===== src/rtl/load_extract_unit_if.sv =====
// Load-unit bundle: core load request/response plus the data-memory read port.
// master = core/memory side, slave = load_extract_unit.
interface load_extract_unit_if #(
  parameter int ADDR_W = 32
);
  logic              Ld_Valid;
  logic              Ld_Ready;
  logic [ADDR_W-1:0] Ld_Addr;
  logic [2:0]        Ld_Funct3;
  logic              Mem_Req;
  logic [ADDR_W-1:0] Mem_Addr;
  logic              Mem_Ack;
  logic [31:0]       Mem_RData;
  logic              Rd_Valid;
  logic [31:0]       Rd_Data;
  logic              Ld_Err;

  modport master (
    output Ld_Valid, Ld_Addr, Ld_Funct3, Mem_Ack, Mem_RData,
    input  Ld_Ready, Mem_Req, Mem_Addr, Rd_Valid, Rd_Data, Ld_Err
  );

  modport slave (
    input  Ld_Valid, Ld_Addr, Ld_Funct3, Mem_Ack, Mem_RData,
    output Ld_Ready, Mem_Req, Mem_Addr, Rd_Valid, Rd_Data, Ld_Err
  );
endinterface


===== src/rtl/load_extract_unit.sv =====
// Load path: word-aligned memory read, byte/half/word extraction with sign/zero extension.
// Optional MISALIGN_TRAP_EN: misaligned LH/LHU/LW return Ld_Err without a memory access.
module load_extract_unit #(
  parameter int ADDR_W  = 32,
  parameter int TIMEOUT = 15
) (
  input  logic                 CLK,
  input  logic                 RST,
  load_extract_unit_if.slave   bus
);

  localparam int CNT_W = (TIMEOUT > 1) ? $clog2(TIMEOUT) : 1;

  typedef enum logic [1:0] {IDLE, MEM, RESP} state_t;

  state_t            state_q;
  logic              mem_req_q;
  logic [ADDR_W-1:0] mem_addr_q;
  logic [1:0]        lane_q;
  logic [2:0]        f3_q;
  logic              rd_vld_q;
  logic [31:0]       rd_data_q;
  logic              ld_err_q;
  logic [CNT_W-1:0]  cnt_q;

  logic        f3_legal;
  logic        misalign;
  logic        timeout_hit;
  logic [31:0] shifted;
  logic [15:0] half_sel;
  logic [31:0] ext_data;

  always_comb begin
    f3_legal = 1'b0;
    case (bus.Ld_Funct3)
      3'b000, 3'b001, 3'b010, 3'b100, 3'b101: f3_legal = 1'b1;
      default:                                f3_legal = 1'b0;
    endcase
  end

`ifdef MISALIGN_TRAP_EN
  assign misalign = (((bus.Ld_Funct3 == 3'b001) || (bus.Ld_Funct3 == 3'b101)) && bus.Ld_Addr[0])
                  || ((bus.Ld_Funct3 == 3'b010) && (bus.Ld_Addr[1:0] != 2'b00));
`else
  assign misalign = 1'b0;
`endif

  // Final allowed Mem_Req cycle; an ack in this same cycle still takes priority.
  assign timeout_hit = (TIMEOUT != 0) && (cnt_q == CNT_W'(TIMEOUT - 1));

  always_comb begin
    shifted  = bus.Mem_RData >> {lane_q, 3'b000};
    half_sel = lane_q[1] ? bus.Mem_RData[31:16] : bus.Mem_RData[15:0];
    case (f3_q)
      3'b000:  ext_data = {{24{shifted[7]}}, shifted[7:0]};
      3'b100:  ext_data = {24'h0, shifted[7:0]};
      3'b001:  ext_data = {{16{half_sel[15]}}, half_sel};
      3'b101:  ext_data = {16'h0, half_sel};
      default: ext_data = bus.Mem_RData;
    endcase
  end

  always_ff @(posedge CLK or posedge RST) begin
    if (RST) begin
      state_q    <= IDLE;
      mem_req_q  <= 1'b0;
      mem_addr_q <= '0;
      lane_q     <= 2'b00;
      f3_q       <= 3'b000;
      rd_vld_q   <= 1'b0;
      rd_data_q  <= 32'h0;
      ld_err_q   <= 1'b0;
      cnt_q      <= '0;
    end else begin
      case (state_q)
        IDLE: begin
          rd_vld_q <= 1'b0;
          if (bus.Ld_Valid) begin
            mem_addr_q <= {bus.Ld_Addr[ADDR_W-1:2], 2'b00};
            lane_q     <= bus.Ld_Addr[1:0];
            f3_q       <= bus.Ld_Funct3;
            cnt_q      <= '0;
            if (!f3_legal || misalign) begin
              state_q   <= RESP;
              rd_vld_q  <= 1'b1;
              rd_data_q <= 32'h0;
              ld_err_q  <= 1'b1;
            end else begin
              state_q   <= MEM;
              mem_req_q <= 1'b1;
            end
          end
        end
        MEM: begin
          if (bus.Mem_Ack) begin
            state_q   <= RESP;
            mem_req_q <= 1'b0;
            rd_vld_q  <= 1'b1;
            rd_data_q <= ext_data;
            ld_err_q  <= 1'b0;
          end else if (timeout_hit) begin
            state_q   <= RESP;
            mem_req_q <= 1'b0;
            rd_vld_q  <= 1'b1;
            rd_data_q <= 32'h0;
            ld_err_q  <= 1'b1;
          end else begin
            cnt_q <= cnt_q + 1'b1;
          end
        end
        RESP: begin
          rd_vld_q <= 1'b0;
          state_q  <= IDLE;
        end
        default: begin
          state_q   <= IDLE;
          mem_req_q <= 1'b0;
          rd_vld_q  <= 1'b0;
        end
      endcase
    end
  end

  assign bus.Ld_Ready = (state_q == IDLE);
  assign bus.Mem_Req  = mem_req_q;
  assign bus.Mem_Addr = mem_addr_q;
  assign bus.Rd_Valid = rd_vld_q;
  assign bus.Rd_Data  = rd_data_q;
  assign bus.Ld_Err   = ld_err_q;

endmodule


===== src/flat_wrapper.sv =====
// flat-port wrapper written by rule: the top's interface ports become plain ports
module load_extract_unit_flat 
#(
  parameter int ADDR_W  = 32,
  parameter int TIMEOUT = 15
)
  (CLK, RST, bus_Ld_Valid, bus_Ld_Addr, bus_Ld_Funct3, bus_Mem_Ack, bus_Mem_RData, bus_Ld_Ready, bus_Mem_Req, bus_Mem_Addr, bus_Rd_Valid, bus_Rd_Data, bus_Ld_Err);
  load_extract_unit_if #(.ADDR_W(ADDR_W)) bus_i ();
  input  logic CLK;
  input  logic RST;
  input wire logic [$bits(bus_i.Ld_Valid)-1:0] bus_Ld_Valid;
  input wire logic [$bits(bus_i.Ld_Addr)-1:0] bus_Ld_Addr;
  input wire logic [$bits(bus_i.Ld_Funct3)-1:0] bus_Ld_Funct3;
  input wire logic [$bits(bus_i.Mem_Ack)-1:0] bus_Mem_Ack;
  input wire logic [$bits(bus_i.Mem_RData)-1:0] bus_Mem_RData;
  output wire logic [$bits(bus_i.Ld_Ready)-1:0] bus_Ld_Ready;
  output wire logic [$bits(bus_i.Mem_Req)-1:0] bus_Mem_Req;
  output wire logic [$bits(bus_i.Mem_Addr)-1:0] bus_Mem_Addr;
  output wire logic [$bits(bus_i.Rd_Valid)-1:0] bus_Rd_Valid;
  output wire logic [$bits(bus_i.Rd_Data)-1:0] bus_Rd_Data;
  output wire logic [$bits(bus_i.Ld_Err)-1:0] bus_Ld_Err;
  assign bus_i.Ld_Valid = bus_Ld_Valid;
  assign bus_i.Ld_Addr = bus_Ld_Addr;
  assign bus_i.Ld_Funct3 = bus_Ld_Funct3;
  assign bus_i.Mem_Ack = bus_Mem_Ack;
  assign bus_i.Mem_RData = bus_Mem_RData;
  assign bus_Ld_Ready = bus_i.Ld_Ready;
  assign bus_Mem_Req = bus_i.Mem_Req;
  assign bus_Mem_Addr = bus_i.Mem_Addr;
  assign bus_Rd_Valid = bus_i.Rd_Valid;
  assign bus_Rd_Data = bus_i.Rd_Data;
  assign bus_Ld_Err = bus_i.Ld_Err;
  load_extract_unit #(.ADDR_W(ADDR_W), .TIMEOUT(TIMEOUT)) u_core (.CLK(CLK), .RST(RST), .bus(bus_i));
endmodule

===== config.mk =====
export PLATFORM = sky130hd
export DESIGN_NAME = load_extract_unit_flat
export DESIGN_NICKNAME = d
export VERILOG_FILES = /design/src/rtl/load_extract_unit_if.sv /design/src/rtl/load_extract_unit.sv /design/src/flat_wrapper.sv
export SDC_FILE = /design/constraint.sdc
export NUM_CORES = 1
export LEC_CHECK = 0
export ABC_AREA = 1
export CORE_ASPECT_RATIO = 1.2
export CORE_MARGIN = 8
export CORE_UTILIZATION = 48
export CTS_BUF_LIST = sky130_fd_sc_hd__clkbuf_16
export DETAILED_ROUTE_END_ITERATION = 10
export PLACE_DENSITY = 0.91
export RECOVER_POWER = 25
export SYNTH_ARGS = -nofsm -noshare
export SYNTH_HDL_FRONTEND = slang
export SYNTH_SLANG_ARGS = --single-unit

===== constraint.sdc =====
create_clock -name CLK -period 5.3 [get_ports CLK]
set_clock_uncertainty 0.1 [all_clocks]
set_input_delay 1.325 -clock CLK [delete_from_list [all_inputs] [get_ports CLK]]
set_output_delay 1.325 -clock CLK [all_outputs]
set_load 0.02 [all_outputs]

# Yosys cells after proc, flatten, opt, wreduce, memory -nomap -nowiden
# Cells that the tools add are included.
[op_classes]
n_bitwise = 1
addsub = 1
reduce_logical = 10
n_mux = 31
shifts = 1
eq_ne = 16
[ops]
columns = ["operator", "count"]
rows = [
  ["$mux 32", 4],
  ["$pmux 32 s4", 1],
  ["$pmux 32 s2", 1],
  ["$shr 32x5->8", 1],
  ["$mux 16", 1],
  ["$eq 3x3->1 const B", 4],
  ["$mux 1", 12],
  ["$mux 4", 3],
  ["$reduce_and 4->1", 3],
  ["$mux 2", 4],
  ["$ne 2x2->1 const B", 4],
  ["$pmux 4 s2", 1],
  ["$eq 3x1->1 const B", 2],
  ["$logic_not 3->1", 2],
  ["$reduce_or 5->1", 1],
  ["$add 4x1->4 const B", 1],
  ["$eq 4x4->1 const B", 1],
  ["$pmux 1 s2", 2],
  ["$pmux 2 s2", 1],
  ["$reduce_and 2->1", 2],
  ["$eq 3x2->1 const B", 1],
  ["$ne 3x2->1 const B", 1],
  ["$pmux 1 s3", 1],
  ["$eq 2x1->1 const B", 1],
  ["other kinds (5)", 5],
]
[totals]
word_cells = 69
output_inout_bits = 68
reg_bits = 76

# Longest topological paths before layout
[logic_depth]
ltp_word = 6
depth_mapped = 10
depth_no_buf = 9

# Worst setup path before layout
# No wires, ideal clock.
[synth_path]
path_type = "input port to flip-flop"
from = "input port bus_Ld_Funct3[0]"
to = "register u_core.rd_vld_q (netlist: u_core.bus.Rd_Valid)"
arrival_ps = 2058
n_path_buf = 1
path_slack_ps = 3022
stages = 5
cell_sequence = "o21ai_0 > nand2_1 > nand3_4 > buf_6 > nand2_1"
[synth_between]
elab_chain_cells = 6
word_cells_on_any_way = 10
[synth_lines]
columns = ["element", "line_no", "source"]
rows = [
  ["start: declaration", "flat_wrapper.sv:13", "input wire logic [$bits(bus_i.Ld_Funct3)-1:0] bus_Ld_Funct3;"],
  ["$eq 3x1->1, or another cell as far along", "load_extract_unit.sv:35", "case (bus.Ld_Funct3)"],
  ["$reduce_or 5->1 *", "load_extract_unit.sv:35", ""],
  ["$mux 1 *", "load_extract_unit.sv:35", ""],
  ["$mux 1 *", "load_extract_unit.sv:83", "if (!f3_legal || misalign) begin"],
  ["$mux 1 *", "load_extract_unit.sv:78", "if (bus.Ld_Valid) begin"],
  ["$pmux 1 s2 *", "load_extract_unit.sv:75", "case (state_q)"],
  ["end signal: assignment", "load_extract_unit.sv:70", "rd_vld_q <= 1'b0;"],
  ["end signal: assignment", "load_extract_unit.sv:77", "rd_vld_q <= 1'b0;"],
  ["end signal: assignment", "load_extract_unit.sv:85", "rd_vld_q <= 1'b1;"],
  ["end: declaration", "load_extract_unit.sv:21", "logic rd_vld_q;"],
]
# Mark *: on every way between the ends. The rest lies on a longest branch, timed or not.
# A chain may end at the register's enable or synchronous reset.

==> results_tabular.tex <==
\begin{tabular}{lr}
\hline
Metric & Value \\
\hline
\multicolumn{2}{l}{\textbf{Outcome}} \\
\quad Outcome & complete, but fails checks \\
\quad Failing checks & max-capacitance violations, max-slew violations \\
\multicolumn{2}{l}{\textbf{Floorplanning}} \\
\quad Die Footprint & 11100 µm² \\
\quad Starting density of the core & slightly below 50\% \\
\quad Core footprint & slightly below 8000 µm² \\
\quad Count of standard-cell rows & 35 \\
\quad Count of pins on the block boundary & 139 \\
\quad Die height & between 100 and 150 µm \\
\quad Width of the chip & roughly 100 µm \\
\multicolumn{2}{l}{\textbf{Route}} \\
\quad First-iteration detailed-routing DRC count & 168 \\
\quad Met2 Routed Length & 5370 µm \\
\quad Met3 wire length & about 1400 µm \\
\quad Avg Vias per Cell & 5.19 \\
\quad Final routed wire length divided by cell count & approximately 16 µm \\
\quad Count of vias placed by the detailed router & about 3.8k \\
\quad Routed length on met1 & $\sim$4400 µm \\
\quad Post-route antenna net violation count & 0 \\
\quad Final wirelength & 11400 µm \\
\quad Highest routed layer & met4 \\
\quad DRC viols & 0 \\
\quad Count of TritonRoute iterations in the first routing pass & 6 \\
\multicolumn{2}{l}{\textbf{Worst setup path}} \\
\quad Crit path kind & in -> async \\
\quad FF-to-FF End & u\_core.cnt\_q[2] \\
\quad Data required time of the critical path & 5.51 ns \\
\quad Highest fanout seen on the critical path & between 40 and 50 \\
\quad Reg-to-reg startpoint & u\_core.state\_q[1] \\
\quad Crit. End Element & async pin \\
\quad Register-to-Register Path Depth & 7 \\
\quad Register-to-register path setup slack & 3.17 ns \\
\quad Critical Path Start Type & input pin \\
\quad Data arrival, critical path & roughly 3.8 ns \\
\multicolumn{2}{l}{\textbf{Yosys}} \\
\quad Post-synth top area cell & dfrtp\_1 \\
\quad Post-synth design cell area & 3820 µm² \\
\quad Most common library cells after synthesis & nand2\_1 (248), dfrtp\_1 (76), inv\_1 (38), nor2\_1 (34), o21ai\_0 (27) \\
\quad Synthesized area divided by synthesized cell count & 7.49 µm² \\
\quad Register bit total from synthesis & 76 \\
\quad Sequential area share after synthesis & 49.8\% \\
\quad Most frequent cell after synthesis & nand2\_1 \\
\quad Most used DFF post-synth & dfrtp\_1 \\
\quad Top post-synthesis cells by area & dfrtp\_1 (50\%), nand2\_1 (24\%), inv\_1 (3.7\%) \\
\quad Area share of the leading cell type in the synthesized netlist & 49.8\% \\
\quad Gate Count Post-Synth & 510 \\
\quad Fraction of registers with async set or reset after synthesis & 100\% \\
\quad Unique masters post-synth & 27 \\
\quad Syn. warnings & 0 \\
\quad Number of enable flip-flop cells after synthesis & 0 \\
\multicolumn{2}{l}{\textbf{STA}} \\
\quad Max-slew headroom & -9.28\% \\
\quad Sum of negative setup slack & 0 ns \\
\quad Final setup slack of the worst path & 1.76 ns \\
\quad \# setup viols final & 0 \\
\quad Slew of the pin with the lowest slew margin & 1.63 ns \\
\quad Final hold violation count & 0 \\
\quad Final min period & 3.54 ns \\
\quad Max-slew violation total from the final report & 36 \\
\quad Share of the clock period used by the worst path after layout & 66.8\% \\
\quad Maximum operating frequency & 0.282 GHz \\
\quad Setup repair after global routing missed its margin & false \\
\multicolumn{2}{l}{\textbf{Clocking}} \\
\quad Buffer count from post-CTS setup fixing & 0 \\
\quad Buffer levels on the longest clock path & 2 \\
\quad Worst skew pair latency & 0.33 ns \\
\quad Count of hold-fix buffers inserted at cts & 0 \\
\quad Depth of the CTS H-tree & 3 \\
\quad Number of clock sinks & 76 \\
\quad Clock tree from TritonCTS & built \\
\quad Gates resized, CTS repair & 0 \\
\quad Clock root cell & clkbuf\_16 \\
\quad Clock buffer count from CTS & 9 \\
\quad Clock transition at the register clock pins on the worst setup and hold paths after CTS & 0.06 ns \\
\multicolumn{2}{l}{\textbf{Power and ir drop}} \\
\quad Static power due to leakage & 2.88 nW \\
\quad Power density normalized to cell area & 619 nW/µm² \\
\quad Worst VDD drop & 0.408 mV \\
\multicolumn{2}{l}{\textbf{Worst hold path}} \\
\quad Hold Path End & u\_core.bus.Mem\_Addr[11] \\
\quad Hold Path Cell Cnt & 2 \\
\quad Worst min-delay path startpoint & u\_core.bus.Mem\_Addr[11] \\
\quad Worst hold path class & reg -> reg \\
\multicolumn{2}{l}{\textbf{Layout}} \\
\quad Area delta synth->final & 43.4\% \\
\quad Utilization after layout & 71.1\% \\
\quad Number of fill cells in the layout & 627 \\
\quad \# nets final & 711 \\
\quad Layout cells sized above 1 & approximately 7.2\% \\
\quad Antenna Diode Count & 0 \\
\multicolumn{2}{l}{\textbf{Place}} \\
\quad Port Buffers & 136 \\
\quad Worst setup slack after placement & 2.05 ns \\
\quad Weighted congestion reported at the end of routability-driven placement & between 0.8 and 0.9 \\
\quad HPWL reported at the end of detailed placement & 8420 µm \\
\multicolumn{2}{l}{\textbf{Global route}} \\
\quad Total routing resource utilization after global routing & 21.0\% \\
\quad Global-route wire length before repair & between 15000 and 20000 µm \\
\quad Sum of overflow across all layers after global routing & 0 \\
\quad Antenna violations before repair & 0 \\
\quad Largest net degree at the start of global routing & between 40 and 50 \\
\quad Via count of the first global-routing pass & 4069 \\
\multicolumn{2}{l}{\textbf{Job}} \\
\quad Maximum Capacitance Violations & 1 \\
\hline
\end{tabular}
[cells by family (layout without fill, tap and decap cells)]
| group | after synthesis | after routing | share of synthesized area, % |
|---|---|---|---|
| AOI/OAI and AO/OA | 47 | 47 | 6.42 |
| other | 1 | 2 | 0.0982 |
| xor gates and xnor gates | 2 | 2 | 0.459 |
| and+or+nand+nor | 318 | 318 | 34.2 |
| DFF | 76 | 76 | 49.8 |
| buffers and inverters | 64 | 196 | 8.42 |
| adders and majority gates | 2 | 2 | 0.655 |
[final cells by class]
| type | instances | area (µm²) | share of cell area, % |
|---|---|---|---|
| timing repair buffer | 138 | 1370 | 25.1 |
| multi-input combinational | 371 | 1600 | 29.2 |
| inverter | 42 | 161 | 2.95 |
| clock buffer | 9 | 225 | 4.11 |
| tap | 92 | 115 | 2.10 |
| sequential | 76 | 1900 | 34.7 |
| clock inverter | 7 | 100 | 1.83 |
[registers in the layout (all words and copies together) (netlist names)]
signal and flops:
u_core.bus.Mem_Addr 30, u_core.lane_q 2, u_core.bus.Rd_Data 32, u_core.cnt_q 4
u_core.bus.Mem_Req 1, u_core.state_q 2, u_core.bus.Ld_Err 1, u_core.bus.Rd_Valid 1
u_core.f3_q 3
[how the worst max path moves through the flow]
stage,from,endpoint,slack [ns],cells past startpoint
2_1_floorplan,RST,u_core.bus.Ld_Err,1.94,1
3_5_place_dp,bus_Ld_Valid,u_core.cnt_q[2],2.05,5
5_1_grt,RST,u_core.bus.Mem_Addr[13],1.30,3
3_3_place_gp,bus_Ld_Valid,u_core.cnt_q[2],2.15,5
6_report,RST,u_core.bus.Mem_Addr[16],1.76,3
4_1_cts,u_core.state_q[1],bus_Ld_Ready,2.22,4
[metrics by stage]
| stage | total power, mW | hold WS, ns | area, µm² | std cells |
|---|---|---|---|---|
| 2_1_floorplan | 2.05 | 0.391 | 3820 | 511 |
| 3_3_place_gp | 2.66 | 0.353 | 5160 | 719 |
| 3_5_place_dp | 2.72 | 0.360 | 5160 | 719 |
| 4_1_cts | 3.41 | 0.379 | 5480 | 735 |
| 5_1_grt | 3.62 | 0.397 | 5480 | 735 |
| 6_report | 3.39 | 0.373 | 5480 | 735 |
[where the power goes]
part           total (mW)  switching, mW  internal (mW)
sequential           1.05          0.208          0.840
combinational        1.68           1.00          0.679
clock               0.663          0.247          0.415
[per-layer routing]
metal,track usage (%),vias to the layer above
li1,-,1806
met1,22.9,1748
met2,35.4,228
met3,9.19,30
met4,8.00,0
met5,0,-
[placed cells by master, fill, tap and decap left out]
cell type	instances
nand2_1	248
clkdlybuf4s50_1	134
dfrtp_1	76
inv_1	37
nor2_1	34
o21ai_0	27
a21oi_1	16
nand3_1	14
nand2_2	12
clkbuf_16	9
inv_2	3
clkinv_4	3
nor2_2	2
nor2_4	2
nand3_2	2
nand2_4	2
o21ai_2	2
xor2_1	2
ha_1	2
conb_1	2
bufinv_16	2
dlygate4sd3_1	2
nand3_4	1
nand4_1	1
inv_4	1
o211ai_1	1
o21ai_1	1
clkinvlp_2	1
clkinv_2	1
inv_6	1
buf_4	1
clkbuf_2	1
[critical path, stage by stage]
cell and delay [ns]:
dlygate4sd3_1 0.55, clkinvlp_2 0.94, clkbuf_2 0.92
(Power assumes the default switching activity.)
